## config.mk

```make
export PLATFORM = sky130hd
export DESIGN_NAME = data_mem_arbiter
export DESIGN_NICKNAME = d
export VERILOG_FILES = /design/src/rtl/data_mem_arbiter.sv
export SDC_FILE = /design/constraint.sdc
export NUM_CORES = 1
export LEC_CHECK = 0
export CORE_ASPECT_RATIO = 1.5
export CORE_UTILIZATION = 38
export CTS_CLUSTER_DIAMETER = 200
export DETAILED_ROUTE_END_ITERATION = 10
export PLACE_DENSITY = 0.82
export REMOVE_ABC_BUFFERS = 1
export SETUP_SLACK_MARGIN = 0.3
export SKIP_LAST_GASP = 1
export SLEW_MARGIN = 20
export SYNTH_ARGS = -nofsm -noshare
export SYNTH_HDL_FRONTEND = slang
export SYNTH_SLANG_ARGS = --single-unit
```

## constraint.sdc

```tcl
create_clock -name clk -period 2.7 [get_ports clk]
set_input_delay 0.27 -clock clk [delete_from_list [all_inputs] [get_ports clk]]
set_output_delay 0.27 -clock clk [all_outputs]
set_load 0.02 [all_outputs]
```

## src/rtl/data_mem_arbiter.sv

```systemverilog
// Purpose: arbitrates CORES requesters onto one single-port data RAM (round-robin, or fixed priority with DMEM_ARB_FIXED_PRIO_EN).
// Latency: REQ sampled at posedge k -> WR/RD high k..k+1 -> one-hot ACK high k+1..k+2; one access per 3 cycles.
// Backpressure: a core holds REQ/WE/ADDR/WDATA until ACK; losers simply wait, a request dropped before grant is withdrawn.
module data_mem_arbiter #(
  parameter int CORES = 4,
  parameter int AW    = 16,
  parameter int DW    = 16
) (
  input  logic                clk,
  input  logic                rst,
  input  logic [CORES-1:0]    REQ,
  input  logic [CORES-1:0]    WE,
  input  logic [CORES*AW-1:0] ADDR,
  input  logic [CORES*DW-1:0] WDATA,
  output logic [CORES-1:0]    ACK,
  output logic [DW-1:0]       RDATA,
  output logic [AW-1:0]       ADDBUS,
  output logic [DW-1:0]       DATAIN,
  output logic                WR,
  output logic                RD,
  input  logic [DW-1:0]       MEMOUT
);

  localparam int PW = (CORES > 1) ? $clog2(CORES) : 1;

  localparam logic [1:0] IDLE   = 2'd0;
  localparam logic [1:0] ACCESS = 2'd1;
  localparam logic [1:0] RESP   = 2'd2;

  logic [1:0]    state;
  logic [PW-1:0] grant;  // owner of the transaction in flight
  logic [PW-1:0] pick;   // combinational winner among current requests

`ifdef DMEM_ARB_FIXED_PRIO_EN
  // Fixed priority: scan downward so the lowest requesting index is the last to overwrite pick
  always_comb begin
    pick = '0;
    for (int i = CORES - 1; i >= 0; i--) begin
      if (REQ[i]) pick = PW'(i);
    end
  end
`else
  logic [PW-1:0] ptr;    // first core to be considered at the next arbitration
  logic [PW:0]   cand;   // one extra bit so ptr+i cannot overflow before the wrap
  logic          found;

  // Round-robin: search upward from ptr with wrap, first requester wins
  always_comb begin
    pick  = '0;
    cand  = '0;
    found = 1'b0;
    for (int i = 0; i < CORES; i++) begin
      cand = {1'b0, ptr} + (PW+1)'(i);
      if (cand >= (PW+1)'(CORES)) cand = cand - (PW+1)'(CORES);
      if (!found && REQ[cand[PW-1:0]]) begin
        found = 1'b1;
        pick  = cand[PW-1:0];
      end
    end
  end

  // Pointer advances to the core after the winner on every grant
  always_ff @(posedge clk or posedge rst) begin
    if (rst) begin
      ptr <= '0;
    end else if (state == IDLE && |REQ) begin
      ptr <= (pick == PW'(CORES - 1)) ? '0 : pick + 1'b1;
    end
  end
`endif

  // Three-state access sequencer; async reset drops WR so an in-flight write never commits
  always_ff @(posedge clk or posedge rst) begin
    if (rst) begin
      state  <= IDLE;
      grant  <= '0;
      ACK    <= '0;
      RDATA  <= '0;
      ADDBUS <= '0;
      DATAIN <= '0;
      WR     <= 1'b0;
      RD     <= 1'b0;
    end else begin
      case (state)
        IDLE: begin
          if (|REQ) begin
            grant  <= pick;
            ADDBUS <= ADDR[pick*AW +: AW];
            DATAIN <= WDATA[pick*DW +: DW];
            WR     <= WE[pick];
            RD     <= ~WE[pick];
            state  <= ACCESS;
          end else begin
            WR <= 1'b0;
            RD <= 1'b0;
          end
        end
        ACCESS: begin
          // RAM commits the write on this edge; read data is captured on the same edge
          if (RD) RDATA <= MEMOUT;
          ACK        <= '0;
          ACK[grant] <= 1'b1;
          WR         <= 1'b0;
          RD         <= 1'b0;
          state      <= RESP;
        end
        RESP: begin
          ACK   <= '0;
          state <= IDLE;
        end
        default: begin
          ACK   <= '0;
          WR    <= 1'b0;
          RD    <= 1'b0;
          state <= IDLE;
        end
      endcase
    end
  end

endmodule

```

Word-level counts from Yosys, hierarchy flattened
Cells that the tools add are included.

Logic and storage cells: 78. Output and inout bits: 54. Input bits: 154. Register bits: 60.

Magnitude comparators: 11. Mux-type cells: 31. Add/subtract/negate cells: 8. Shifts and indexed selects: 2. Reductions and logical operators: 12. Equal/unequal tests: 4. Bitwise gates (word level): 1.

Operators by type and width (number): 64-bit by 7-bit variable part select with 16-bit output (2); 2-bit 2-to-1 mux (10); 2-bit by 3-bit less-than comparator with 1-bit output (second input constant) (6); 1-bit 2-to-1 mux (11); 1-bit binary-select mux with 2-bit select (5); 3-bit greater-or-equal comparator (second input constant) (3); 4-bit case mux with 2 select lines (1); 2-bit by 1-bit subtractor with 2-bit output (second input constant) (4); 2-bit by 2-bit adder with 3-bit output (second input constant) (2); 1-bit logical AND (5); 2-bit == test (second input constant) (2); 1-bit case mux with 2 select lines (2); 2-bit case mux with 2 select lines (1); 2-bit AND reduction (2); 4-bit OR reduction (1); 2-bit by 1-bit adder with 3-bit output (second input constant) (1); 2-bit by 3-bit greater-or-equal comparator with 1-bit output (second input constant) (1); 1-bit zero test (3); 2-bit by 1-bit adder with 2-bit output (second input constant) (1); 1-bit demux with 2-bit select (1); 2-bit by 1-bit == test with 1-bit output (second input constant) (1); 2-bit by 1-bit greater-or-equal comparator with 1-bit output (second input constant) (1); 2-bit zero test (1); 2-bit by 1-bit inequality test with 1-bit output (second input constant) (1); 1-bit inverter (1).

Logic depth before layout (Yosys ltp)
Gate-level depths: netlist (run 1).

Depth after elaboration: 19. Mapped depth: 8. Mapped depth without buffers: 6.

Least setup slack after synthesis (run 1)
Ideal clock, no wire load.

Kind: reg-to-reg. From: reg ptr[1]. To: reg ADDBUS[0]. Arrival: 1880 ps. Data required time: 2574 ps. Cell stages (with the launch flop): 7. Setup slack: 694 ps. Buffers on the path: 1. Cells stage by stage: dfrtp_1 > mux2i_1 > o22ai_4 > nor2_4 > buf_6 > mux2_4 > a221o_1.

Cells in the longest elaborated chain, start to end: 15. Elaborated cells between the ends (all ways): 37. Classes of those cells: add/sub: 7; order compare: 4; shift: 1; mux: 19; reduce/logical: 6.

RTL lines: from (decl) (line 43) `logic [PW-1:0] ptr;`; from (signal assigned) (line 67) `ptr <= (pick == PW'(CORES - 1)) ? '0 : pick + 1'b1;`; parallel branches: the longest is 13 deep, another holds 2-bit by 1-bit adder with 3-bit output; 2-bit 2-to-1 mux * (line 55) `if (!found && REQ[cand[PW-1:0]]) begin`; 64-bit by 7-bit variable part select with 16-bit output * (line 88) `ADDBUS <= ADDR[pick*AW +: AW];`; to (signal assigned) (line 88); to (decl) (line 17) `output logic [AW-1:0] ADDBUS,`.

Mark *: on every way between the ends. The select of a mux whose other input is x is not followed. A chain may end at the register's enable or synchronous reset.

Worst setup path in the final report (run 1)
From: reg ptr[1]. To: reg ADDBUS[13].

Same word-level chain as after synthesis.

==> results of run 1 <==
cell families (layout without fill, tap and decap cells):
logic type / after synthesis / in the layout / synth area share
buffers and inverters: 32 / 238 / 0.0425
AO/OA/AOI/OAI: 110 / 110 / 0.220
multiplexers: 52 / 52 / 0.199
XOR/XNOR: 1 / 1 / 0.00257
AND/OR/NAND/NOR: 63 / 63 / 0.0953
flip-flops: 60 / 60 / 0.440
state kept, by name, indices dropped and copies added (netlist names):
name / flops
RDATA: 16
state: 2
RD: 1
ADDBUS: 16
WR: 1
DATAIN: 16
grant: 2
ACK: 4
ptr: 2
power groups by stage:
stage                     Sequential [W]  Clock, W  Combinational, W
after global placement           0.00163         0           0.00326
after global routing             0.00170   0.00133           0.00357
after floorplan                  0.00208         0           0.00139
after CTS                        0.00165   0.00131           0.00336
final                            0.00165   0.00129           0.00336
after detailed placement         0.00165         0           0.00336
per-layer routing:
| metal | GRT usage | vias to the layer above | share of wire | wire length [um] |
|---|---|---|---|---|
| li1 | - | 1614 | - | - |
| met1 | 0.254 | 1686 | 0.36 | 4100 |
| met2 | 0.446 | 189 | 0.53 | 6010 |
| met3 | 0.0535 | 35 | 0.072 | 821 |
| met4 | 0.140 | 0 | 0.039 | 439 |
| met5 | 0 | - | 0 | 0 |
through the flow:
stage                     setup WS, ps  cells
after floorplan                  -64.2    289
after global placement             292    618
after detailed placement           180    618
after CTS                          496    634
after global routing               375    634
final                              487    634
cell usage after synthesis (all sizes together) (2+ instances only):
cell    instances  area share
nand3b          2      0.0044
mux2i           2      0.0059
nand2b          4      0.0073
a221o          34        0.10
nand2          10       0.011
dfrtp          60        0.44
a21oi          37       0.055
clkbuf         23       0.026
nor2b           5      0.0092
nor2            4      0.0066
o21ai          34       0.050
inv             3      0.0033
buf             6       0.014
nand3          34       0.050
mux2           50        0.19
cell usage in the layout (no fill, tap or decap):
| cell | Yosys | routed |
|---|---|---|
| clkdlybuf4s50_1 | 0 | 207 |
| dfrtp_1 | 60 | 60 |
| a21oi_1 | 36 | 36 |
| a221o_1 | 34 | 34 |
| nand3_1 | 34 | 34 |
| o21ai_0 | 33 | 33 |
| mux2_4 | 26 | 26 |
| mux2_2 | 18 | 18 |
| nand2_1 | 10 | 10 |
| buf_4 | 0 | 10 |
| clkbuf_16 | 0 | 9 |
| mux2_1 | 6 | 6 |
| nand2b_1 | 4 | 4 |
| nor2b_1 | 5 | 4 |
| nor2_1 | 3 | 3 |
| bufinv_16 | 0 | 3 |
| mux2i_1 | 2 | 2 |
| nand3b_1 | 2 | 2 |
| inv_2 | 1 | 2 |
| clkinv_2 | 0 | 2 |
| clkbuf_1 | 22 | 2 |
| buf_12 | 0 | 2 |
| nor4_1 | 1 | 1 |
| or3_1 | 1 | 1 |
| nor2b_2 | 0 | 1 |
| a21boi_1 | 1 | 1 |
| o22ai_4 | 1 | 1 |
| nor2_4 | 1 | 1 |
| inv_1 | 2 | 1 |
| nor3_1 | 1 | 1 |
| o21bai_1 | 1 | 1 |
| a21oi_4 | 0 | 1 |
| o22a_1 | 1 | 1 |
| o221ai_1 | 1 | 1 |
| and2_1 | 1 | 1 |
| xor2_1 | 1 | 1 |
| o21ai_1 | 1 | 1 |
cell type report:
type	count	area, um^2	area share
clock inverter	5	100	0.0168
sequential	60	1500	0.252
clock buffer	11	233	0.0391
timing repair buffer	219	2190	0.368
multi-input combinational	226	1780	0.299
tap	110	138	0.0231
inverter	3	11.3	0.00189
worst max path at each step:
stage | start | to | slack, ps
floorplan | REQ[2] | ADDBUS[12]$_DFFE_PP0P_ | -60
global placement | REQ[1] | ADDBUS[13]$_DFFE_PP0P_ | 290
detailed placement | REQ[1] | ADDBUS[13]$_DFFE_PP0P_ | 180
CTS | ptr[1]$_DFFE_PP0P_ | ADDBUS[14]$_DFFE_PP0P_ | 500
global route | ptr[1]$_DFFE_PP0P_ | ADDBUS[13]$_DFFE_PP0P_ | 380
finish | ptr[1]$_DFFE_PP0P_ | ADDBUS[13]$_DFFE_PP0P_ | 490
==> results.sh, run 1 <==
export IMPL_worstPathArrival_ps=2430
export IMPL_r2r_end="ADDBUS[13]$_DFFE_PP0P_"
export IMPL_min_path_type="in2async"
export IMPL_worstPathCellList="mux2i_1 -> o22ai_4 -> nor2_4 -> buf_4 -> mux2_1 -> a221o_1"
export IMPL_peakVddDrop_mv=0.609
export IMPL_ys_seq_elements=60
export IMPL_path_class="reg2reg"
export IMPL_dr_pass1_iters=5
export IMPL_p_leak_nw=2.44
export IMPL_syn_area_per_cell_um2=10.7
export IMPL_wl_per_cell_um=17.9
export IMPL_hold_buffers=0
export IMPL_cts_buffers_inserted=9
export IMPL_num_vias=3524
export IMPL_dpl_cell_area_um2=5610
export IMPL_io_buffer_count=207
export IMPL_p_total_w=0.00630
export IMPL_tns_ps=0
export IMPL_avgViaCountPerCell=5.56
export IMPL_grt_first_pass_wirelength_um=17700
export IMPL_htree_num_levels=3
export IMPL_drive_gt1_frac=0.145
export IMPL_yosysWarnings=0
export IMPL_crit_buf_inv=1
export IMPL_path_max_fanout=14
export IMPL_status="finished, final reports clean"
export IMPL_setup_viol=0
export IMPL_grt_overflow=0
export IMPL_clock_skew_ps=4.16
export IMPL_ff2ff_setup_slack_ps=490
export IMPL_grt_usage=0.247
export IMPL_start_util=0.389
export IMPL_yosysSeqAreaShare=0.440
export IMPL_synth_flop_cell="dfrtp_1"
export IMPL_pin_count=208
export IMPL_r2r_start="ptr[1]$_DFFE_PP0P_"
export IMPL_slew_headroom=0.385
export IMPL_endpoint_kind="flop"
export IMPL_p_sw_frac=0.370
export IMPL_wirelength_um=11400
export IMPL_p_sw_w=0.00233
export IMPL_final_util=0.678
export IMPL_fin_nets=673
export IMPL_tritoncts="done"
export IMPL_post_cts_buffers=0
export IMPL_drc=0
export IMPL_reg2reg_depth=6
export IMPL_cp_depth=6
export IMPL_cts_root_buf="clkbuf_16"
export IMPL_max_cap_viol_count=0
export IMPL_crit_family="multiplexers"
export IMPL_finalHoldViolations=0
export IMPL_power_frac_seq=0.262
export IMPL_cts_num_sinks=60
export IMPL_antenna_found_initial=0
export IMPL_synth_edf_count=0
export IMPL_combPwrFrac=0.534
export IMPL_syn2layout_area_growth_pct=74.2
export IMPL_fmax_mhz=452
export IMPL_hpwlAfterDp_um=8350
export IMPL_antenna_left=0
export IMPL_drv_slew=0
export IMPL_core_area_um2=8780
export IMPL_async_flop_share=1.00
export IMPL_die_area_um2=9370
export IMPL_grt_pass1_vias=3672
export IMPL_internal_power_w=0.00397
export IMPL_rsz0062_at_grt="no"
export IMPL_drt_iter0_markers=225
export IMPL_holdWs_ps=358
export IMPL_cp_data_required_time_ps=2920
export IMPL_fill_cells=661
export IMPL_clock_path_buffers=2
export IMPL_insertion_delay_ps=330
export IMPL_die_w_um=79.4
export IMPL_final_period_utilization=0.820
export IMPL_cts_resized=0
export IMPL_startpoint_type="flop"
export IMPL_rows=42
export IMPL_num_antenna_cells=0
export IMPL_place_congestion=0.817
export IMPL_cp_slowest_cell="dfrtp_1"
export IMPL_postSynthCellCount=318
export IMPL_grt_max_degree=38
export IMPL_p_clk_frac=0.205
export IMPL_synth_cell_types=34
export IMPL_p_per_area_nw_per_um2=1060
export IMPL_clkTransAtPathRegs_ps=50
export IMPL_synthesis_area_um2=3410
export IMPL_cp_slowest_stage_delay_ps=480
export IMPL_die_h_um=118
export IMPL_tightestPinTransition_ps=921
export IMPL_finalInstanceArea_um2=5950
export IMPL_min_period_ps=2210
Power figures use the tool's default switching activity.
==> run 2: changes to the inputs <==
clock period = 2.1 ns   (was 2.7 ns; I/O delays follow)
==> results.sh, run 2 (synthesis results as in run 1) <==
export IMPL_wl_per_cell_um=18.5
export IMPL_final_common_cell="clkdlybuf4s50_1"
export IMPL_drc=0
export IMPL_antenna_found_initial=0
export IMPL_drt_iter0_markers=254
export IMPL_syn2layout_area_growth_pct=84.1
export IMPL_worstPathArrival_ps=2200
export IMPL_cp_data_required_time_ps=2310
export IMPL_status="finished, final reports clean"
export IMPL_clock_skew_ps=7.36
export IMPL_num_vias=3601
export IMPL_reg_top3="ADDBUS: 16 flops, DATAIN: 16 flops, RDATA: 16 flops"
export IMPL_grt_first_pass_wirelength_um=18000
export IMPL_start_util=0.389
export IMPL_tritoncts="done"
export IMPL_cts_buffers_inserted=9
export IMPL_place_congestion=0.883
export IMPL_layout_common_cells="206 x clkdlybuf4s50_1, 58 x dfrtp_1, 36 x a21oi_1"
export IMPL_tightestPinTransition_ps=563
export IMPL_antenna_left=0
export IMPL_fin_nets=695
export IMPL_clock_path_buffers=2
export IMPL_min_period_ps=1990
export IMPL_path_class="reg2reg"
export IMPL_avgViaCountPerCell=5.50
export IMPL_rsz0062_at_grt="yes"
export IMPL_p_per_area_nw_per_um2=1360
export IMPL_wirelength_um=12100
export IMPL_cts_root_buf="clkbuf_16"
export IMPL_p_leak_nw=2.64
export IMPL_hpwlAfterDp_um=8570
export IMPL_hold_buffers=0
export IMPL_die_area_um2=9370
export IMPL_die_h_um=118
export IMPL_final_period_utilization=0.947
export IMPL_rows=42
export IMPL_insertion_delay_ps=330
export IMPL_cts_num_sinks=60
export IMPL_core_area_um2=8780
export IMPL_path_max_fanout=7
export IMPL_drive_gt1_frac=0.202
export IMPL_drv_slew=0
export IMPL_grt_overflow=0
export IMPL_reg2reg_depth=8
export IMPL_grt_usage=0.253
export IMPL_grt_max_degree=37
export IMPL_dr_pass1_iters=4
export IMPL_holdWs_ps=259
export IMPL_htree_num_levels=3
export IMPL_startpoint_type="flop"
export IMPL_slew_headroom=0.624
export IMPL_max_cap_viol_count=0
export IMPL_endpoint_kind="flop"
export IMPL_pin_count=208
export IMPL_num_antenna_cells=0
export IMPL_die_w_um=79.4
export IMPL_min_path_type="in2async"
export IMPL_grt_pass1_vias=3724
export IMPL_io_buffer_count=207
export IMPL_peakVddDrop_mv=0.715
export IMPL_setup_viol=0
export IMPL_fmax_mhz=503
export IMPL_finalInstanceArea_um2=6280
export IMPL_dpl_cell_area_um2=5790
export IMPL_clkTransAtPathRegs_ps=50
export IMPL_finalHoldViolations=0
==> run 2: metal layers <==
metal  vias to the layer above  global-route usage  share of wire
met5                         -                   0              0
met4                         0               0.123          0.028
met3                        28              0.0496          0.073
met2                       196               0.471           0.55
met1                      1723               0.260           0.35
li1                       1654                   -              -
==> run 2: critical path, stage by stage (launching register included) <==
cell     delay, ps
dfrtp_2        400
mux2i_1        190
buf_4          140
o22ai_4         80
nor2_4         140
buf_12         160
buf_8          140
mux2_4         290
a221o_1        320
==> run 2: where the power goes <==
group | internal (W) | switching (W) | total [W]
logic | 0.00268 | 0.00227 | 0.00495
registers | 0.00174 | 0.000376 | 0.00212
clock network | 0.000936 | 0.000511 | 0.00145
==> run 2: final timing paths <==
kind	startpoint	to	slack [ps]
min in group clk	MEMOUT[3]	RDATA[3]$_DFFE_PP0P_	500
max in group asynchronous	rst	ptr[1]$_DFFE_PP0P_	1250
min reg2reg	RDATA[7]$_DFFE_PP0P_	RDATA[7]$_DFFE_PP0P_	500
min	rst	ADDBUS[13]$_DFFE_PP0P_	260
max reg2reg	ptr[1]$_DFFE_PP0P_	ADDBUS[5]$_DFFE_PP0P_	110
max	ptr[1]$_DFFE_PP0P_	ADDBUS[5]$_DFFE_PP0P_	110
==> run 2: cell type report <==
cell class | count | area (um^2)
repair buffers | 241 | 2520
inverters | 3 | 11.3
fillers | 639 | 2490
well taps | 110 | 138
flip-flops and latches | 60 | 1500
multi-input cells | 226 | 1820
clock inverters | 5 | 52.6
clock buffers | 10 | 239
==> run 2: repair_timing <==
| item | 4_1_cts | 5_1_grt |
|---|---|---|
| pin swaps | 0 | 30 |
| resized for setup | 2 | 22 |
| hold endpoints to repair | 0 | 0 |
| gates cloned | 0 | 5 |
| setup buffers | 0 | 2 |
| setup endpoints to repair | 33 | 35 |
==> run 2: metrics by stage <==
stage | setup WS, ps | std cells | utilization | total power [W] | TNS (ps)
final | 112 | 655 | 0.716 | 0.00851 | 0
after global routing | 66.7 | 655 | 0.716 | 0.00894 | 0
after CTS | 100 | 648 | 0.694 | 0.00820 | 0
after detailed placement | -215 | 633 | 0.660 | 0.00672 | -6000
after global placement | -159 | 633 | 0.660 | 0.00657 | -4400
after floorplan | -622 | 289 | - | 0.00447 | -20240
==> run 3: changes to the inputs <==
PLACE_DENSITY = 0.91   (was 0.82)
clock period = 1.9 ns   (was 2.1 ns; I/O delays follow)
==> results.sh, run 3 (synthesis results as in run 1) <==
export IMPL_status="finished with violations"
export IMPL_violations="negative setup slack"
export IMPL_die_area_um2=9370
export IMPL_cts_root_buf="clkbuf_16"
export IMPL_wirelength_um=13200
export IMPL_num_vias=3753
export IMPL_tritoncts="done"
export IMPL_io_buffer_count=207
export IMPL_wl_per_cell_um=20.1
export IMPL_final_common_cell="clkdlybuf4s50_1"
export IMPL_drive_gt1_frac=0.194
export IMPL_reg2reg_depth=6
export IMPL_start_util=0.389
export IMPL_cp_data_required_time_ps=2100
export IMPL_ff2ff_setup_slack_ps=-90
export IMPL_fmax_mhz=503
export IMPL_antenna_found_initial=0
export IMPL_finalHoldViolations=0
export IMPL_drv_slew=0
export IMPL_grt_first_pass_wirelength_um=19800
export IMPL_insertion_delay_ps=320
export IMPL_final_period_utilization=1.05
export IMPL_tns_ps=-1700
export IMPL_hpwlAfterDp_um=9330
export IMPL_r2r_end="ADDBUS[15]$_DFFE_PP0P_"
export IMPL_clock_skew_ps=5.77
export IMPL_setup_viol=33
export IMPL_drc=0
export IMPL_cts_num_sinks=60
export IMPL_path_max_fanout=17
export IMPL_fin_nets=697
export IMPL_layout_common_cells="206 x clkdlybuf4s50_1, 59 x dfrtp_1, 36 x a21oi_1"
export IMPL_antenna_left=0
export IMPL_path_class="in2reg"
export IMPL_grt_overflow=0
export IMPL_htree_num_levels=3
export IMPL_p_per_area_nw_per_um2=1530
export IMPL_finalInstanceArea_um2=6280
export IMPL_min_path_type="in2async"
export IMPL_pin_count=208
export IMPL_syn2layout_area_growth_pct=84.1
export IMPL_clkTransAtPathRegs_ps=50
export IMPL_fin_ws_ps=-89.3
export IMPL_rows=42
export IMPL_clock_path_buffers=2
export IMPL_die_h_um=118
export IMPL_worstPathCellList="clkdlybuf4s50_1 -> a21boi_2 -> o22ai_4 -> nor2_4 -> buf_12 -> mux2_1 -> a221o_1"
export IMPL_dpl_cell_area_um2=5810
export IMPL_rsz0062_at_grt="yes"
export IMPL_cp_slowest_stage_delay_ps=540
export IMPL_dr_pass1_iters=7
export IMPL_holdWs_ps=220
export IMPL_endpoint_kind="flop"
export IMPL_worstPathArrival_ps=2190
export IMPL_cp_slowest_cell="clkdlybuf4s50_1"
export IMPL_die_w_um=79.4
export IMPL_p_leak_nw=2.62
export IMPL_peakVddDrop_mv=0.915
export IMPL_grt_pass1_vias=4098
export IMPL_num_antenna_cells=0
export IMPL_hold_buffers=0
export IMPL_grt_usage=0.279
export IMPL_max_cap_viol_count=0
export IMPL_slew_headroom=0.675
export IMPL_place_congestion=0.847
export IMPL_drt_iter0_markers=246
export IMPL_min_period_ps=1990
export IMPL_r2r_start="ptr[1]$_DFFE_PP0P_"
export IMPL_grt_max_degree=41
export IMPL_startpoint_type="input port"
export IMPL_core_area_um2=8780
export IMPL_reg_top3="ADDBUS: 16 flops, DATAIN: 16 flops, RDATA: 16 flops"
export IMPL_avgViaCountPerCell=5.73
export IMPL_tightestPinTransition_ps=486
export IMPL_cts_buffers_inserted=9
-- run 3: cell count changes in the layout (fill, tap and decap cells not counted), moves of 2 or more --
cell	before	now
mux2_4	34	26
mux2_2	16	18
buf_4	16	23
buf_12	9	7
mux2_1	0	6
clkinv_2	3	0
-- run 3: area by class of cell --
type,instances,area [um^2]
clock buffers,11,253
multi-input cells,226,1820
clock inverters,2,60.1
fillers,589,2490
flip-flops and latches,60,1500
well taps,110,138
repair buffers,243,2500
inverters,3,11.3
-- run 3: report_power, final --
group | internal, W | switching (W) | leakage (nW)
registers | 0.00192 | 0.000396 | 0.734
logic | 0.00292 | 0.00263 | 1.73
clock network | 0.00120 | 0.000544 | 0.154
total | 0.00603 | 0.00357 | 2.62
-- run 3: through the flow --
stage / std cells / power [W] / worst slack [ps] / utilization
floorplan: 289 / 0.00494 / -822 / -
global placement: 636 / 0.00732 / -360 / 0.662
detailed placement: 636 / 0.00753 / -409 / 0.662
CTS: 652 / 0.00947 / -68.9 / 0.708
global route: 655 / 0.0100 / -144 / 0.716
finish: 655 / 0.00960 / -89.3 / 0.716
-- run 3: how the worst max path moves through the flow --
stage / startpoint / slack [ps] / endpoint
after floorplan: ptr[1]$_DFFE_PP0P_ / -820 / ADDBUS[12]$_DFFE_PP0P_
after global placement: REQ[1] / -360 / ADDBUS[15]$_DFFE_PP0P_
after detailed placement: REQ[0] / -410 / ADDBUS[14]$_DFFE_PP0P_
after CTS: ptr[1]$_DFFE_PP0P_ / -70 / ADDBUS[15]$_DFFE_PP0P_
after global routing: ptr[1]$_DFFE_PP0P_ / -140 / ADDBUS[15]$_DFFE_PP0P_
final: REQ[0] / -90 / ADDBUS[15]$_DFFE_PP0P_
-- run 3: routing by layer --
| layer | global-route usage | share of wire | routed length [um] | vias up |
|---|---|---|---|---|
| met5 | 0 | 0 | 0 | - |
| met1 | 0.276 | 0.34 | 4450 | 1785 |
| met4 | 0.198 | 0.051 | 676 | 0 |
| met2 | 0.498 | 0.53 | 7030 | 248 |
| met3 | 0.0628 | 0.077 | 1010 | 65 |
| li1 | - | - | - | 1655 |
-- run 3: critical path, delay by kind of cell --
family          cells  cell delay (ps)
compound gates      3              720
buf+inv             2              750
mux                 1              340
simple gates        1              170
-- run 3: timing repair --
item,in CTS,in global routing
pin swaps,0,1
cloned,1,2
buffers inserted,2,1
endpoints found under the setup margin,36,38
gates resized for setup,11,4
